--- src/rtl/sobel_window_ctrl_if.sv ---
// Stream, window and status signals between the pixel source/window consumer
// and the Sobel window sequencer.
interface sobel_window_ctrl_if;
  logic pix_valid;
  logic pix_ready;
  logic pix_sof;
  logic pix_eol;
  logic out_ready;
  logic ld_valid;
  logic ld_rst;
  logic win_valid;
  logic win_sof;
  logic win_eol;
  logic win_eof;
  logic frame_done;
  logic err_line;
  logic err_sof;
  logic err_clr;

  modport master (
    output pix_valid, pix_sof, pix_eol, out_ready, err_clr,
    input  pix_ready, ld_valid, ld_rst, win_valid, win_sof, win_eol, win_eof,
           frame_done, err_line, err_sof
  );

  modport slave (
    input  pix_valid, pix_sof, pix_eol, out_ready, err_clr,
    output pix_ready, ld_valid, ld_rst, win_valid, win_sof, win_eol, win_eof,
           frame_done, err_line, err_sof
  );
endinterface

--- src/rtl/sobel_window_ctrl.sv ---
// Frame/line sequencer for the 3x3 Sobel front end: tracks row/column, gates the
// line-delay strobes and flags interior windows with framing markers.
module sobel_window_ctrl #(
  parameter int LINE_WIDTH   = 1920,
  parameter int FRAME_HEIGHT = 1080
) (
  input  logic                clk,
  input  logic                rst,
  sobel_window_ctrl_if.slave  bus
);

  localparam int CW = $clog2(LINE_WIDTH);
  localparam int RW = $clog2(FRAME_HEIGHT);

  localparam logic [CW-1:0] COL_LAST = CW'(LINE_WIDTH - 1);
  localparam logic [RW-1:0] ROW_LAST = RW'(FRAME_HEIGHT - 1);
  localparam logic [CW-1:0] COL_TWO  = CW'(2);
  localparam logic [RW-1:0] ROW_TWO  = RW'(2);

  localparam logic [1:0] ST_IDLE   = 2'd0;
  localparam logic [1:0] ST_ACTIVE = 2'd1;
  localparam logic [1:0] ST_LGAP   = 2'd2;
  localparam logic [1:0] ST_DONE   = 2'd3;

  logic [1:0]    state_q, state_d;
  logic [CW-1:0] col_q, col_d;
  logic [RW-1:0] row_q, row_d;
  logic          win_valid_q, win_valid_d;
  logic          win_sof_q, win_sof_d;
  logic          win_eol_q, win_eol_d;
  logic          win_eof_q, win_eof_d;
  logic          frame_done_q, frame_done_d;
  logic          err_line_q, err_line_d;
  logic          err_sof_q, err_sof_d;

  logic in_active;
  logic mid_sof;
  logic pix_ready;
  logic beat;
  logic col_at_last;
  logic line_end;
  logic len_err;
  logic wv_term;
  logic we_term;

  // Handshake decode: a sof seen in IDLE is held off one cycle so it lands as
  // the first beat of ACTIVE; a sof inside a frame is refused and aborts it.
  always_comb begin
    in_active   = (state_q == ST_ACTIVE);
    mid_sof     = in_active & bus.pix_valid & bus.pix_sof &
                  ((row_q != '0) | (col_q != '0));
    pix_ready   = 1'b0;
    case (state_q)
      ST_IDLE:   pix_ready = ~(bus.pix_valid & bus.pix_sof);
      ST_ACTIVE: pix_ready = (bus.out_ready | ~win_valid_q) & ~mid_sof;
      default:   pix_ready = 1'b0;
    endcase
    beat        = in_active & bus.pix_valid & pix_ready;
    col_at_last = (col_q == COL_LAST);
    line_end    = beat & (bus.pix_eol | col_at_last);
    len_err     = beat & (bus.pix_eol ^ col_at_last);
    wv_term     = (row_q >= ROW_TWO) & (col_q >= COL_TWO);
    we_term     = wv_term & (bus.pix_eol | col_at_last);
  end

  // Next-state, counters, window flags and sticky errors.
  always_comb begin
    state_d      = state_q;
    col_d        = col_q;
    row_d        = row_q;
    frame_done_d = 1'b0;
    win_valid_d  = win_valid_q;
    win_sof_d    = win_sof_q;
    win_eol_d    = win_eol_q;
    win_eof_d    = win_eof_q;
    err_line_d   = (err_line_q & ~bus.err_clr) | len_err;
    err_sof_d    = (err_sof_q & ~bus.err_clr) | mid_sof;

    case (state_q)
      ST_IDLE: begin
        if (bus.pix_valid & bus.pix_sof) begin
          state_d = ST_ACTIVE;
          col_d   = '0;
          row_d   = '0;
        end
      end
      ST_ACTIVE: begin
        if (mid_sof) begin
          state_d = ST_IDLE;
        end else if (line_end) begin
          col_d = '0;
          if (row_q == ROW_LAST) begin
            state_d = ST_DONE;
          end else begin
            row_d   = row_q + RW'(1);
            state_d = ST_LGAP;
          end
        end else if (beat) begin
          col_d = col_q + CW'(1);
        end
      end
      ST_LGAP: begin
        state_d = ST_ACTIVE;
      end
      default: begin
        state_d      = ST_IDLE;
        row_d        = '0;
        frame_done_d = 1'b1;
      end
    endcase

    // A window presented while out_ready is low is held until it is taken.
    if (beat) begin
      win_valid_d = wv_term;
      win_sof_d   = (row_q == ROW_TWO) & (col_q == COL_TWO);
      win_eol_d   = we_term;
      win_eof_d   = we_term & (row_q == ROW_LAST);
    end else if (bus.out_ready) begin
      win_valid_d = 1'b0;
      win_sof_d   = 1'b0;
      win_eol_d   = 1'b0;
      win_eof_d   = 1'b0;
    end
  end

  always_ff @(posedge clk) begin
    if (rst) begin
      state_q      <= ST_IDLE;
      col_q        <= '0;
      row_q        <= '0;
      win_valid_q  <= 1'b0;
      win_sof_q    <= 1'b0;
      win_eol_q    <= 1'b0;
      win_eof_q    <= 1'b0;
      frame_done_q <= 1'b0;
      err_line_q   <= 1'b0;
      err_sof_q    <= 1'b0;
    end else begin
      state_q      <= state_d;
      col_q        <= col_d;
      row_q        <= row_d;
      win_valid_q  <= win_valid_d;
      win_sof_q    <= win_sof_d;
      win_eol_q    <= win_eol_d;
      win_eof_q    <= win_eof_d;
      frame_done_q <= frame_done_d;
      err_line_q   <= err_line_d;
      err_sof_q    <= err_sof_d;
    end
  end

  assign bus.pix_ready  = pix_ready;
  assign bus.ld_valid   = beat;
  assign bus.ld_rst     = ~in_active;
  assign bus.win_valid  = win_valid_q;
  assign bus.win_sof    = win_sof_q;
  assign bus.win_eol    = win_eol_q;
  assign bus.win_eof    = win_eof_q;
  assign bus.frame_done = frame_done_q;
  assign bus.err_line   = err_line_q;
  assign bus.err_sof    = err_sof_q;

endmodule
--- src/flat_wrapper.sv ---
// flat-port wrapper written by rule: the top's interface ports become plain ports
module sobel_window_ctrl_flat 
#(
  parameter int LINE_WIDTH   = 1920,
  parameter int FRAME_HEIGHT = 1080
)
  (clk, rst, bus_pix_valid, bus_pix_sof, bus_pix_eol, bus_out_ready, bus_err_clr, bus_pix_ready, bus_ld_valid, bus_ld_rst, bus_win_valid, bus_win_sof, bus_win_eol, bus_win_eof, bus_frame_done, bus_err_line, bus_err_sof);
  sobel_window_ctrl_if bus_i ();
  input  logic clk;
  input  logic rst;
  input wire logic [$bits(bus_i.pix_valid)-1:0] bus_pix_valid;
  input wire logic [$bits(bus_i.pix_sof)-1:0] bus_pix_sof;
  input wire logic [$bits(bus_i.pix_eol)-1:0] bus_pix_eol;
  input wire logic [$bits(bus_i.out_ready)-1:0] bus_out_ready;
  input wire logic [$bits(bus_i.err_clr)-1:0] bus_err_clr;
  output wire logic [$bits(bus_i.pix_ready)-1:0] bus_pix_ready;
  output wire logic [$bits(bus_i.ld_valid)-1:0] bus_ld_valid;
  output wire logic [$bits(bus_i.ld_rst)-1:0] bus_ld_rst;
  output wire logic [$bits(bus_i.win_valid)-1:0] bus_win_valid;
  output wire logic [$bits(bus_i.win_sof)-1:0] bus_win_sof;
  output wire logic [$bits(bus_i.win_eol)-1:0] bus_win_eol;
  output wire logic [$bits(bus_i.win_eof)-1:0] bus_win_eof;
  output wire logic [$bits(bus_i.frame_done)-1:0] bus_frame_done;
  output wire logic [$bits(bus_i.err_line)-1:0] bus_err_line;
  output wire logic [$bits(bus_i.err_sof)-1:0] bus_err_sof;
  assign bus_i.pix_valid = bus_pix_valid;
  assign bus_i.pix_sof = bus_pix_sof;
  assign bus_i.pix_eol = bus_pix_eol;
  assign bus_i.out_ready = bus_out_ready;
  assign bus_i.err_clr = bus_err_clr;
  assign bus_pix_ready = bus_i.pix_ready;
  assign bus_ld_valid = bus_i.ld_valid;
  assign bus_ld_rst = bus_i.ld_rst;
  assign bus_win_valid = bus_i.win_valid;
  assign bus_win_sof = bus_i.win_sof;
  assign bus_win_eol = bus_i.win_eol;
  assign bus_win_eof = bus_i.win_eof;
  assign bus_frame_done = bus_i.frame_done;
  assign bus_err_line = bus_i.err_line;
  assign bus_err_sof = bus_i.err_sof;
  sobel_window_ctrl #(.LINE_WIDTH(LINE_WIDTH), .FRAME_HEIGHT(FRAME_HEIGHT)) u_core (.clk(clk), .rst(rst), .bus(bus_i));
endmodule
--- config.mk ---
export PLATFORM = sky130hd
export DESIGN_NAME = sobel_window_ctrl_flat
export DESIGN_NICKNAME = d
export VERILOG_FILES = /design/src/rtl/sobel_window_ctrl_if.sv /design/src/rtl/sobel_window_ctrl.sv /design/src/flat_wrapper.sv
export SDC_FILE = /design/constraint.sdc
export NUM_CORES = 1
export LEC_CHECK = 0
export CAP_MARGIN = 20
export CORE_MARGIN = 2
export CORE_UTILIZATION = 55
export CTS_CLUSTER_SIZE = 10
export DETAILED_ROUTE_END_ITERATION = 8
export GPL_TIMING_DRIVEN = 1
export PLACE_DENSITY = 0.77
export SLEW_MARGIN = 20
export SYNTH_ARGS = -nofsm -noshare
export SYNTH_HDL_FRONTEND = slang
export SYNTH_SLANG_ARGS = --single-unit
--- constraint.sdc ---
create_clock -name clk -period 4.8 [get_ports clk]
set_input_delay 0.96 -clock clk [delete_from_list [all_inputs] [get_ports clk]]
set_output_delay 0.96 -clock clk [all_outputs]
set_load 0.01 [all_outputs]
== Word level (Yosys, flattened, before mapping) ==
Index checks and enable logic that the tools add are counted.
Cells by class
  bitwise gates (word level): 26
  muxes and demuxes: 21
  $add $sub $neg: 2
  reductions and logical operators: 9
  equality and inequality tests: 12
  magnitude comparators: 2
Operators with widths (number)
  $mux 11: 7
  $pmux 11 s3: 1
  $add 11x1->11 const B: 2
  $eq 11x11->1 const B: 2
  $eq 11x2->1 const B: 2
  $ge 11x2->1 const B: 2
  $pmux 11 s2: 1
  $reduce_bool 11->1: 2
  $and 1x1->1: 14
  $mux 1: 7
  $mux 2: 3
  $ne 2x2->1 const B: 3
  $ne 3x3->1 const B: 2
  $not 1->1: 6
  $pmux 2 s3: 1
  $or 1x1->1: 5
  $reduce_and 5->1: 1
  $reduce_and 4->1: 1
  $reduce_bool 2->1: 2
  $reduce_or 3->1: 1
  $eq 2x1->1 const B: 1
  $eq 2x2->1 const B: 1
  $logic_not 2->1: 1
  $ne 2x1->1 const B: 1
  other kinds (3): 3
Storage, ports and cells
  register bits after elaboration: 31
  logic and storage cells: 82
  bits of input ports: 7
  output and inout port bits: 10

== Longest topological paths before layout ==
Gate-level depths: netlist (run 1).
  depth in word-level cells: 12
  gate-level depth with buffers: 11
  gate-level depth less buffers: 8

== Least setup slack after synthesis (run 1) ==
No wires, ideal clock.
  kind: in2out
  start: input port bus_out_ready
  end: output port bus_ld_valid
  buffers on the path: 0
  arrival time: 2.142 ns
  setup slack: 1.698 ns
  stages: 5
  cell sequence: and3b_1 or4b_4 nor2_1 nand2_1 inv_2
On the way
  word-level cells in the longest chain between the ends: 4
Ends and longest elaborated chain
  start: declaration: line flat_wrapper.sv:14  | input wire logic [$bits(bus_i.out_ready)-1:0] bus_out_ready;
  $or 1x1->1: line sobel_window_ctrl.sv:55  | ST_ACTIVE: pix_ready = (bus.out_ready | ~win_valid_q) & ~mid_sof;
  $and 1x1->1: line sobel_window_ctrl.sv:55
  $pmux 1 s2: line sobel_window_ctrl.sv:53  | case (state_q)
  $and 1x1->1: line sobel_window_ctrl.sv:58  | beat = in_active & bus.pix_valid & pix_ready;
  end: declaration: line flat_wrapper.sv:17  | output wire logic [$bits(bus_i.ld_valid)-1:0] bus_ld_valid;
Every way passes these cells.

== Final worst setup path (run 1) ==
  start: input port bus_pix_sof
  end: output port bus_ld_valid
On the way
  word-level cells in the longest chain between the ends: 6
  elaborated cells on any way between the ends: 8
Ends and longest elaborated chain
  start: declaration: line flat_wrapper.sv:12  | input wire logic [$bits(bus_i.pix_sof)-1:0] bus_pix_sof;
  $and 1x1->1 (2 in a row): line sobel_window_ctrl.sv:50  | mid_sof = in_active & bus.pix_valid & bus.pix_sof &
  $not 1->1: line sobel_window_ctrl.sv:55
  $and 1x1->1: line sobel_window_ctrl.sv:55
  $pmux 1 s2 (*): line sobel_window_ctrl.sv:53
  $and 1x1->1 (*): line sobel_window_ctrl.sv:58
Mark *: on every way between the ends. The rest lies on a longest branch, timed or not.

==> reports/results.tsv, run 1 <==
stage	metric	value	unit
clock_tree	root buf cell	clkbuf_4	
sta	period utilization	0.9118	
power	Static Leak	0.7558	nW
cells_and_area	nets	248	
clock_tree	cts bufs inserted	5	
clock_tree	clock sink total	31	
clock_tree	hold_buf cts	0	
min_path	Worst Hold Class	flop to flop	
setup_path	R2R Path Start	u_core.col_q[1]$_SDFFE_PP0P_	
cells_and_area	Fillers	295	
floorplan	num rows	20	
yosys	Yosys cell types	49	
floorplan	starting density of the core	0.5851	
clock_tree	CTS resizes	0	
clock_tree	Max Buffers Root-to-Sink	2	
grt	largest net degree at the start of global routing	22	
min_path	HP Start	u_core.bus.win_eol$_SDFFE_PP0P_	
cells_and_area	register area	620.6	um^2
sta	Fin Clk Skew	0.007226	ns
power	pwr/cell area	225.5	nW/um^2
yosys	average cell area after synthesis	8.178	um^2
yosys	Post-synth EDFFs	0	
yosys	Top FF cell, synth	dfxtp_1	
route	ANT nets after route	0	
yosys	Synth Cell Area	1815	um^2
sta	RSZ-0062 raised after global routing	false	
setup_path	Worst EP arrival	3.42	ns
sta	setup_tns	0	ns
power	worst vdd ir	0.0001563	V
clock_tree	clock latency on the worst-skew pair	0.33	ns
route	DRC Markers	0	
floorplan	core area	3103	um^2
sta	Rel. slew slack	0.3913	
clock_tree	CTS tree	done	
yosys	yosys warns	0	
placed_design	DP HPWL	3105	um
setup_path	Crit. End Element	output pin	
outcome	status	finished, final reports clean	
sta	post-layout minimum cycle time	4.377	ns
route	average vias per placed instance	6.384	
placed_design	Final Wtd Congestion	0.9261	
route	Iteration-0 DRC Markers	176	
run	Max-Cap Viols	0	
setup_path	Setup crit start	bus_pix_sof	
placed_design	pre-CTS WS	0.4762	ns
yosys	cell taking the most area after synthesis	dfxtp_1	
cells_and_area	number of antenna diodes	0	
route	via count	1781	
yosys	Seq/Total Area, Yosys	0.3418	
sta	Slew @ Worst Pin	0.9117	ns
placed_design	PortBufs	16	
clock_tree	Worst-path clk slew	0.10	ns
cells_and_area	fraction of layout instances using a drive strength above 1	0.07234	
sta	Fmax	0.2285	GHz
setup_path	CP max FO	8	
yosys	Area contributors post-synth	dfxtp_1, nand3_1, ha_1	
floorplan	die width	61.46	um
floorplan	I/O Pins	17	
yosys	syn nets	236	
yosys	Yosys top cell area share	0.3418	
yosys	Synth Register Bits	31	
sta	Slew Viols, Final	0	
sta	Final setup viols	0	
floorplan	chip height	61.46	um
sta	Hold Fails Final Rpt	0	
route	wire per inst	15.75	um
setup_path	crit path kind	input port to output pin	
grt	gr ovfl total	0	
cells_and_area	Area growth, synth to finish	10.82	%
grt	Total Routing Usage GR	0.2748	
grt	vias in the first global route	1704	
setup_path	required time of the critical path	3.84	ns
route	TritonRoute pass-1 iters	9	
clock_tree	CTS H-Tree Depth	2	
sta	fin worst setup slack	0.4234	ns
grt	first-pass GRT wire length	7686	um
setup_path	CP startpoint kind	input port	
route	Post-Route WL	4393	um
grt	initial antenna violation count	0	
cells_and_area	multi-input logic area	1082	um^2
yosys	asr flop ratio synth	0	
floorplan	Die Footprint	3777	um^2
yosys	Post-Synthesis Cells	222	
clock_tree	Setup Buffers After CTS	0	
## cells by family after synthesis
logic type      after synthesis  share of synthesized area
fa+ha+maj                     7                    0.04824
flops                        31                     0.3418
xor+xnor                      3                    0.01448
compound gates               53                     0.2006
simple gates                105                     0.3267
mux                           1                   0.006202
buf+inv                      22                    0.06202
## where the power goes
group          internal [mW]  switching (mW)  leakage, nW
clock                 0.0545          0.0924       0.0347
sequential             0.258         0.00208        0.250
combinational         0.0172          0.0293        0.471
## critical path, cell delays in order
cell and delay, ns:
clkdlybuf4s50_1 0.51, nor2b_1 0.19, or4b_4 0.53, nor2_1 0.22, nand2_1 0.23, inv_2 0.21
clkdlybuf4s50_1 0.56
## worst paths after layout
kind	endpoint	depth (start not counted)	slack (ns)
max reg2reg	u_core.row_q[8]$_SDFFE_PP0P_	8	1.51
max	bus_ld_valid	7	0.42
min reg2reg	u_core.bus.win_eol$_SDFFE_PP0P_	2	0.49
min	u_core.bus.win_eol$_SDFFE_PP0P_	2	0.49
## per-layer routing
layer  up-vias  global-route usage  wire [um]
li1        849                   -          -
met4         0             0.09119         70
met3        11             0.06723        279
met1       847              0.3638       1981
met5         -                   0          0
met2        74              0.4407       2062
## final cells by class
class,count,share of cell area
multi-input cells,169,0.5379
flip-flops and latches,31,0.3085
repair buffers,16,0.07960
well taps,44,0.02736
inverters,11,0.02052
clock buffers,5,0.01866
clock inverters,3,0.007463
## metrics by stage
stage / instances / utilization / power, mW / hold slack (ns) / instance area, um^2
2_1_floorplan: 222 / - / 0.2968 / 0.4609 / 1815
3_3_place_gp: 271 / 0.6315 / 0.3098 / 0.4667 / 1959
3_5_place_dp: 271 / 0.6315 / 0.3117 / 0.4716 / 1959
4_1_cts: 279 / 0.6484 / 0.4554 / 0.4911 / 2012
5_1_grt: 279 / 0.6484 / 0.4747 / 0.5226 / 2012
6_report: 279 / 0.6484 / 0.4538 / 0.4938 / 2012
## sequential cells by signal, summed over array words and instances, names as in the netlist
name and count:
u_core.col_q 11, u_core.bus.win_valid 1, u_core.row_q 11, u_core.bus.win_sof 1
u_core.state_q 2, u_core.bus.err_sof 1, u_core.bus.err_line 1, u_core.bus.win_eof 1
u_core.bus.win_eol 1, u_core.bus.frame_done 1
## placed cells by master, fill, tap and decap left out, types with 3 or more instances in the layout
cell,n
dfxtp_1,31
nand3_1,23
nand2_1,17
clkdlybuf4s50_1,16
nor2_1,13
inv_1,9
o21ai_0,9
a21oi_1,9
nor3_1,8
and3_1,7
o21ai_1,7
or3_1,7
ha_1,7
clkbuf_4,5
a41oi_1,4
or4_1,4
and2_1,4
nand4_1,4
o31ai_1,4
a21o_1,4
nor4_1,3
a31oi_1,3
o211ai_1,3
clkinv_2,3
## synthesized netlist by cell type, types with 2 or more instances
library cell	instances
a21o_1	4
a21oi_1	9
a22oi_1	2
a31oi_1	3
a41oi_1	4
and2_1	4
and3_1	7
and4_1	2
buf_2	3
buf_6	3
clkbuf_1	3
dfxtp_1	31
ha_1	7
inv_1	9
inv_2	2
nand2_1	17
nand2b_1	2
nand3_1	23
nand3_2	2
nand4_1	4
nor2_1	13
nor2b_1	2
nor3_1	8
nor3b_1	2
nor4_1	3
o211ai_1	3
o21ai_0	9
o21ai_1	7
o31ai_1	4
or3_1	7
or4_1	4
xor2_1	2
(Power assumes the default switching activity.)
==> run 2, diff against run 1 <==
clock period = 5.4 ns   (was 4.8 ns; I/O delays follow)
==> run 2 against run 1 <==
  * Die area unchanged
  * Via count down 4.8%
  * Critical path type unchanged
  * Highest routed layer unchanged
  * Sequential cell count unchanged
  * Register-to-register slack better by 0.62 ns
  * Total power down 11%
  * Global-route usage down 2.6 points
  * Cell area down 0.12%
  * Combinational power down 12%
  * Hold slack worse by 0.0076 ns
==> reports/results.tsv, run 2 (synthesis gave the netlist of run 1 again) <==
stage	metric	value	unit
outcome	status	finished, final reports clean	
placed_design	placed cell area	1959	um^2
route	Iteration-0 DRC Markers	156	
sta	RSZ-0062 raised after global routing	false	
route	via count	1695	
sta	Final setup viols	0	
floorplan	num rows	20	
placed_design	Final Wtd Congestion	0.9523	
floorplan	Die Footprint	3777	um^2
setup_path	critical path's largest stage delay	0.56	ns
cells_and_area	final instance area	2009	um^2
setup_path	CP startpoint kind	input port	
floorplan	core area	3103	um^2
sta	Fin Clk Skew	0.01112	ns
clock_tree	CTS tree	done	
clock_tree	clock sink total	31	
cells_and_area	final core occ	0.6476	
grt	Total Routing Usage GR	0.2488	
route	Met2 Wirelength	1913	um
clock_tree	CTS resizes	0	
clock_tree	CTS H-Tree Depth	2	
sta	Hold Fails Final Rpt	0	
power	pwr/cell area	200.0	nW/um^2
clock_tree	Max Buffers Root-to-Sink	2	
clock_tree	Setup Buffers After CTS	0	
run	Max-Cap Viols	0	
sta	post-layout minimum cycle time	4.539	ns
power	Internal	295.4	uW
clock_tree	hold_buf cts	0	
route	met1 wire length	2046	um
placed_design	PortBufs	16	
power	Comb pwr share	0.102	
clock_tree	root buf cell	clkbuf_4	
cells_and_area	largest registers	u_core.col_q (11), u_core.row_q (11), u_core.state_q (2)	
route	met3 WL	252	um
sta	Rel. slew slack	0.3868	
setup_path	Crit path top cell by count	clkdlybuf4s50_1	
route	ANT nets after route	0	
setup_path	CP max FO	8	
floorplan	die width	61.46	um
min_path	Worst Hold Class	flop to flop	
grt	gr ovfl total	0	
grt	vias in the first global route	1476	
cells_and_area	multi-input logic area	1082	um^2
power	switching share of power	0.2651	
route	Post-Route WL	4264	um
floorplan	I/O Pins	17	
cells_and_area	number of antenna diodes	0	
route	TritonRoute pass-1 iters	4	
power	worst vdd ir	0.0001454	V
clock_tree	cts bufs inserted	5	
floorplan	chip height	61.46	um
cells_and_area	most frequent cells in the layout	dfxtp_1, nand3_1, nand2_1	
route	average vias per placed instance	6.075	
setup_path	crit path kind	input port to output pin	
setup_path	Worst EP arrival	3.46	ns
power	Flop pwr share	0.576	
route	Top Layer Used	met4	
cells_and_area	Area growth, synth to finish	10.68	%
grt	largest net degree at the start of global routing	22	
power	Pwr Total	402.0	uW
cells_and_area	register area	620.6	um^2
power	NetSw	106.6	uW
cells_and_area	nets	248	
route	DRC Markers	0	
clock_tree	clock latency on the worst-skew pair	0.34	ns
grt	initial antenna violation count	0	
setup_path	crit path cell chain	clkdlybuf4s50_1 -> nor2b_1 -> or4b_4 -> nor2_1 -> nand2_1 -> inv_2 -> clkdlybuf4s50_1	
clock_tree	Worst-path clk slew	0.09	ns
setup_path	Crit. End Element	output pin	
sta	setup_tns	0	ns
cells_and_area	most common library cell in the layout ignoring fill and taps	dfxtp_1	
sta	period utilization	0.8405	
sta	Slew Viols, Final	0	
power	clock power share	0.322	
cells_and_area	fraction of layout instances using a drive strength above 1	0.06383	
setup_path	slowest stage cell, crit path	clkdlybuf4s50_1	
floorplan	starting density of the core	0.5851	
route	wire per inst	15.28	um
setup_path	required time of the critical path	4.32	ns
sta	Fmax	0.2203	GHz
cells_and_area	Fillers	286	
placed_design	DP HPWL	3045	um
sta	Slew @ Worst Pin	0.9184	ns
grt	first-pass GRT wire length	6893	um
power	Static Leak	0.7503	nW
run 2: cell types whose count changed in the layout (fill, tap and decap cells not counted), sizes merged:
cell	before	now
clkbuf	5	7
clkinv	3	1
run 2: final cells by class:
| cell class | instances | share of cell area |
|---|---|---|
| Clock buffer | 7 | 0.02242 |
| Clock inverter | 1 | 0.002491 |
| Inverter | 11 | 0.02055 |
| Multi-Input combinational cell | 169 | 0.5386 |
| Sequential cell | 31 | 0.3088 |
| Tap cell | 44 | 0.02740 |
| Timing Repair Buffer | 16 | 0.07970 |
run 2: layer usage:
layer	track usage	vias to the layer above
li1	-	849
met1	0.3350	785
met2	0.3739	54
met3	0.09034	7
met4	0.07599	0
met5	0	-
run 2: path summary, 6_finish.rpt:
path                                        start                         endpoint  slack, ns  cells after the start
setup reg to reg     u_core.col_q[1]$_SDFFE_PP0P_    u_core.row_q[10]$_SDFFE_PP0P_       2.13                      8
setup / recovery                      bus_pix_sof                     bus_ld_valid       0.86                      7
hold / removal    u_core.bus.win_eol$_SDFFE_PP0P_  u_core.bus.win_eol$_SDFFE_PP0P_       0.49                      2
hold reg to reg   u_core.bus.win_eol$_SDFFE_PP0P_  u_core.bus.win_eol$_SDFFE_PP0P_       0.49                      2
run 2: critical path, delay by kind of cell:
family | cells | cell delay, ns
buffers and inverters | 3 | 1.27
and+or+nand+nor | 4 | 1.10
run 2: per-stage QoR:
stage	setup WS, ns	hold WS (ns)	cells
5_1_grt	0.7414	0.5232	279
4_1_cts	0.8705	0.4825	279
2_1_floorplan	2.058	0.4609	222
3_3_place_gp	0.9229	0.4685	271
3_5_place_dp	0.8838	0.4702	271
6_report	0.8612	0.4862	279
run 2: power by group through the flow:
| stage | Combinational (mW) | Sequential [mW] | Clock [mW] |
|---|---|---|---|
| final | 0.0411 | 0.231 | 0.130 |
| after global placement | 0.0388 | 0.237 | 0 |
| after CTS | 0.0403 | 0.231 | 0.132 |
| after floorplan | 0.0284 | 0.235 | 0 |
| after global routing | 0.0446 | 0.232 | 0.143 |
| after detailed placement | 0.0399 | 0.237 | 0 |
==> run 3, diff against run 2 <==
clock period = 4.75 ns   (was 5.4 ns; I/O delays follow)
==> run 3 against run 2 <==
  * First-iteration DRC count down 18%
  * Routed wire length barely moved
  * Count of clock-buffer cells in the layout is 1 lower
  * Sequential share of layout area down 0.55 points
  * Register-to-register slack got worse by 0.66 ns
  * Sequential cell count unchanged
  * Cell area increased by 1.8%
  * Total power increased by 32%
  * Cell count is the same
  * Hold slack worse by 0.0049 ns
  * Critical path depth unchanged
  * Via count up 3.1%
  * Largest cell class unchanged
  * Critical endpoint unchanged
==> reports/results.tsv, run 3 (synthesis gave the netlist of run 1 again) <==
stage	metric	value	unit
route	wire per inst	15.28	um
setup_path	FF-to-FF End	u_core.row_q[10]$_SDFFE_PP0P_	
route	average vias per placed instance	6.262	
floorplan	core area	3103	um^2
route	Iteration-0 DRC Markers	128	
setup_path	Worst EP arrival	3.37	ns
outcome	status	finished, final reports clean	
grt	initial antenna violation count	0	
route	via count	1747	
setup_path	Crit. End Element	output pin	
placed_design	Post-Place Cells	271	
sta	setup_tns	0	ns
floorplan	die width	61.46	um
placed_design	DP HPWL	3039	um
route	Met2 Wirelength	1920	um
clock_tree	Setup Buffers After CTS	0	
grt	gr ovfl total	0	
floorplan	chip height	61.46	um
setup_path	crit path kind	input port to output pin	
clock_tree	clock latency on the worst-skew pair	0.34	ns
cells_and_area	fraction of layout instances using a drive strength above 1	0.07234	
floorplan	Die Footprint	3777	um^2
sta	fin worst setup slack	0.4285	ns
clock_tree	cts bufs inserted	5	
setup_path	Levels on crit path	7	
sta	Rel. slew slack	0.3694	
sta	Hold Fails Final Rpt	0	
sta	RSZ-0062 raised after global routing	false	
grt	vias in the first global route	1541	
setup_path	Worst Setup EP	bus_ld_valid	
route	ANT nets after route	0	
placed_design	placed cell area	1959	um^2
clock_tree	root buf cell	clkbuf_4	
clock_tree	Worst-path clk slew	0.10	ns
placed_design	PortBufs	16	
setup_path	CP startpoint kind	input port	
setup_path	Worst R2R Setup Slack	1.47	ns
sta	period utilization	0.9098	
setup_path	critical path's largest stage delay	0.56	ns
setup_path	Reg2Reg Depth	8	
route	TritonRoute pass-1 iters	4	
grt	largest net degree at the start of global routing	22	
setup_path	slowest stage cell, crit path	clkdlybuf4s50_1	
sta	Slew Viols, Final	0	
cells_and_area	Area growth, synth to finish	12.68	%
setup_path	Crit path top cell by count	clkdlybuf4s50_1	
floorplan	starting density of the core	0.5851	
setup_path	Setup crit start	bus_pix_sof	
clock_tree	CTS H-Tree Depth	2	
setup_path	crit path cell chain	clkdlybuf4s50_1 -> nor2b_1 -> or4b_4 -> nor2_1 -> nand2_1 -> inv_2 -> clkdlybuf4s50_1	
cells_and_area	Layout Cells excl Fill	279	
power	worst vdd ir	0.0001735	V
cells_and_area	most common library cell in the layout ignoring fill and taps	dfxtp_1	
route	met1 wire length	1978	um
cells_and_area	multi-input logic area	1082	um^2
cells_and_area	Fillers	269	
route	Post-Route WL	4263	um
setup_path	critical path's top delay family	buffers and inverters	
cells_and_area	final instance area	2046	um^2
sta	Fmax	0.2314	GHz
setup_path	number of buffer and inverter stages on the critical path	3	
clock_tree	clock sink total	31	
route	Top Layer Used	met4	
sta	Fin Clk Skew	0.009166	ns
grt	Total Routing Usage GR	0.2584	
sta	Final setup viols	0	
cells_and_area	nets	248	
cells_and_area	register area	620.6	um^2
cells_and_area	most frequent cells in the layout	dfxtp_1, nand3_1, nand2_1	
clock_tree	hold_buf cts	0	
route	DRC Markers	0	
setup_path	CP max FO	8	
sta	Slew @ Worst Pin	0.9443	ns
placed_design	Final Wtd Congestion	0.9260	
clock_tree	CTS resizes	0	
clock_tree	CTS tree	done	
power	Static Leak	0.7693	nW
clock_tree	Max Buffers Root-to-Sink	2	
run	Max-Cap Viols	0	
floorplan	num rows	20	
grt	first-pass GRT wire length	7058	um
cells_and_area	number of antenna diodes	0	
setup_path	required time of the critical path	3.80	ns
placed_design	pre-CTS WS	0.4696	ns
sta	post-layout minimum cycle time	4.322	ns
cells_and_area	largest registers	u_core.col_q (11), u_core.row_q (11), u_core.state_q (2)	
route	met3 WL	288	um
floorplan	I/O Pins	17	
power	pwr/cell area	259.5	nW/um^2
min_path	Worst Hold Class	flop to flop	
setup_path	R2R Path Start	u_core.col_q[1]$_SDFFE_PP0P_	
==> run 3: cell types whose count changed in the layout (fill, tap and decap cells not counted), sizes merged <==
cell,before,now
bufinv,0,1
clkbuf,7,6
==> run 3: final cells by class <==
class / instances / area share
Sequential cell: 31 / 0.3034
Clock buffer: 6 / 0.02508
Inverter: 11 / 0.02018
Clock inverter: 2 / 0.01713
Tap cell: 44 / 0.02691
Multi-Input combinational cell: 169 / 0.5291
Timing Repair Buffer: 16 / 0.07829
==> run 3: metrics by stage <==
step / hold WS (ns) / power, mW / utilization
6_report: 0.4813 / 0.5309 / 0.6593
5_1_grt: 0.5333 / 0.5528 / 0.6593
4_1_cts: 0.4825 / 0.5335 / 0.6593
3_5_place_dp: 0.4640 / 0.3149 / 0.6315
3_3_place_gp: 0.4667 / 0.3131 / 0.6315
2_1_floorplan: 0.4609 / 0.2999 / -
==> run 3: how the worst min path moves through the flow <==
stage | endpoint | startpoint | cells past startpoint
2_1_floorplan | u_core.col_q[4]$_SDFFE_PP0P_ | u_core.col_q[4]$_SDFFE_PP0P_ | 2
3_3_place_gp | u_core.bus.win_sof$_SDFFE_PP0P_ | u_core.bus.win_sof$_SDFFE_PP0P_ | 2
3_5_place_dp | u_core.bus.win_eol$_SDFFE_PP0P_ | u_core.bus.win_eol$_SDFFE_PP0P_ | 2
4_1_cts | u_core.bus.win_eol$_SDFFE_PP0P_ | u_core.bus.win_eol$_SDFFE_PP0P_ | 2
5_1_grt | u_core.bus.win_eof$_SDFFE_PP0P_ | u_core.bus.win_eof$_SDFFE_PP0P_ | 2
6_report | u_core.bus.win_eol$_SDFFE_PP0P_ | u_core.bus.win_eol$_SDFFE_PP0P_ | 2
==> run 3: report_power, final <==
group | leakage, nW | internal (mW) | switching, mW | total, mW
combinational | 0.471 | 0.0174 | 0.0298 | 0.0472
sequential | 0.250 | 0.261 | 0.00225 | 0.263
clock | 0.0482 | 0.124 | 0.0963 | 0.221
==> run 3: layer usage <==
metal / up-vias / track usage
met2: 68 / 0.3997
li1: 848 / -
met4: 0 / 0.08511
met3: 10 / 0.08403
met1: 821 / 0.3419
met5: - / 0
==> run 3: tightest hold or removal path, stage by stage (launching register included) <==
cell and delay (ns):
dfxtp_1 0.33, nand3_1 0.06, a21oi_1 0.06
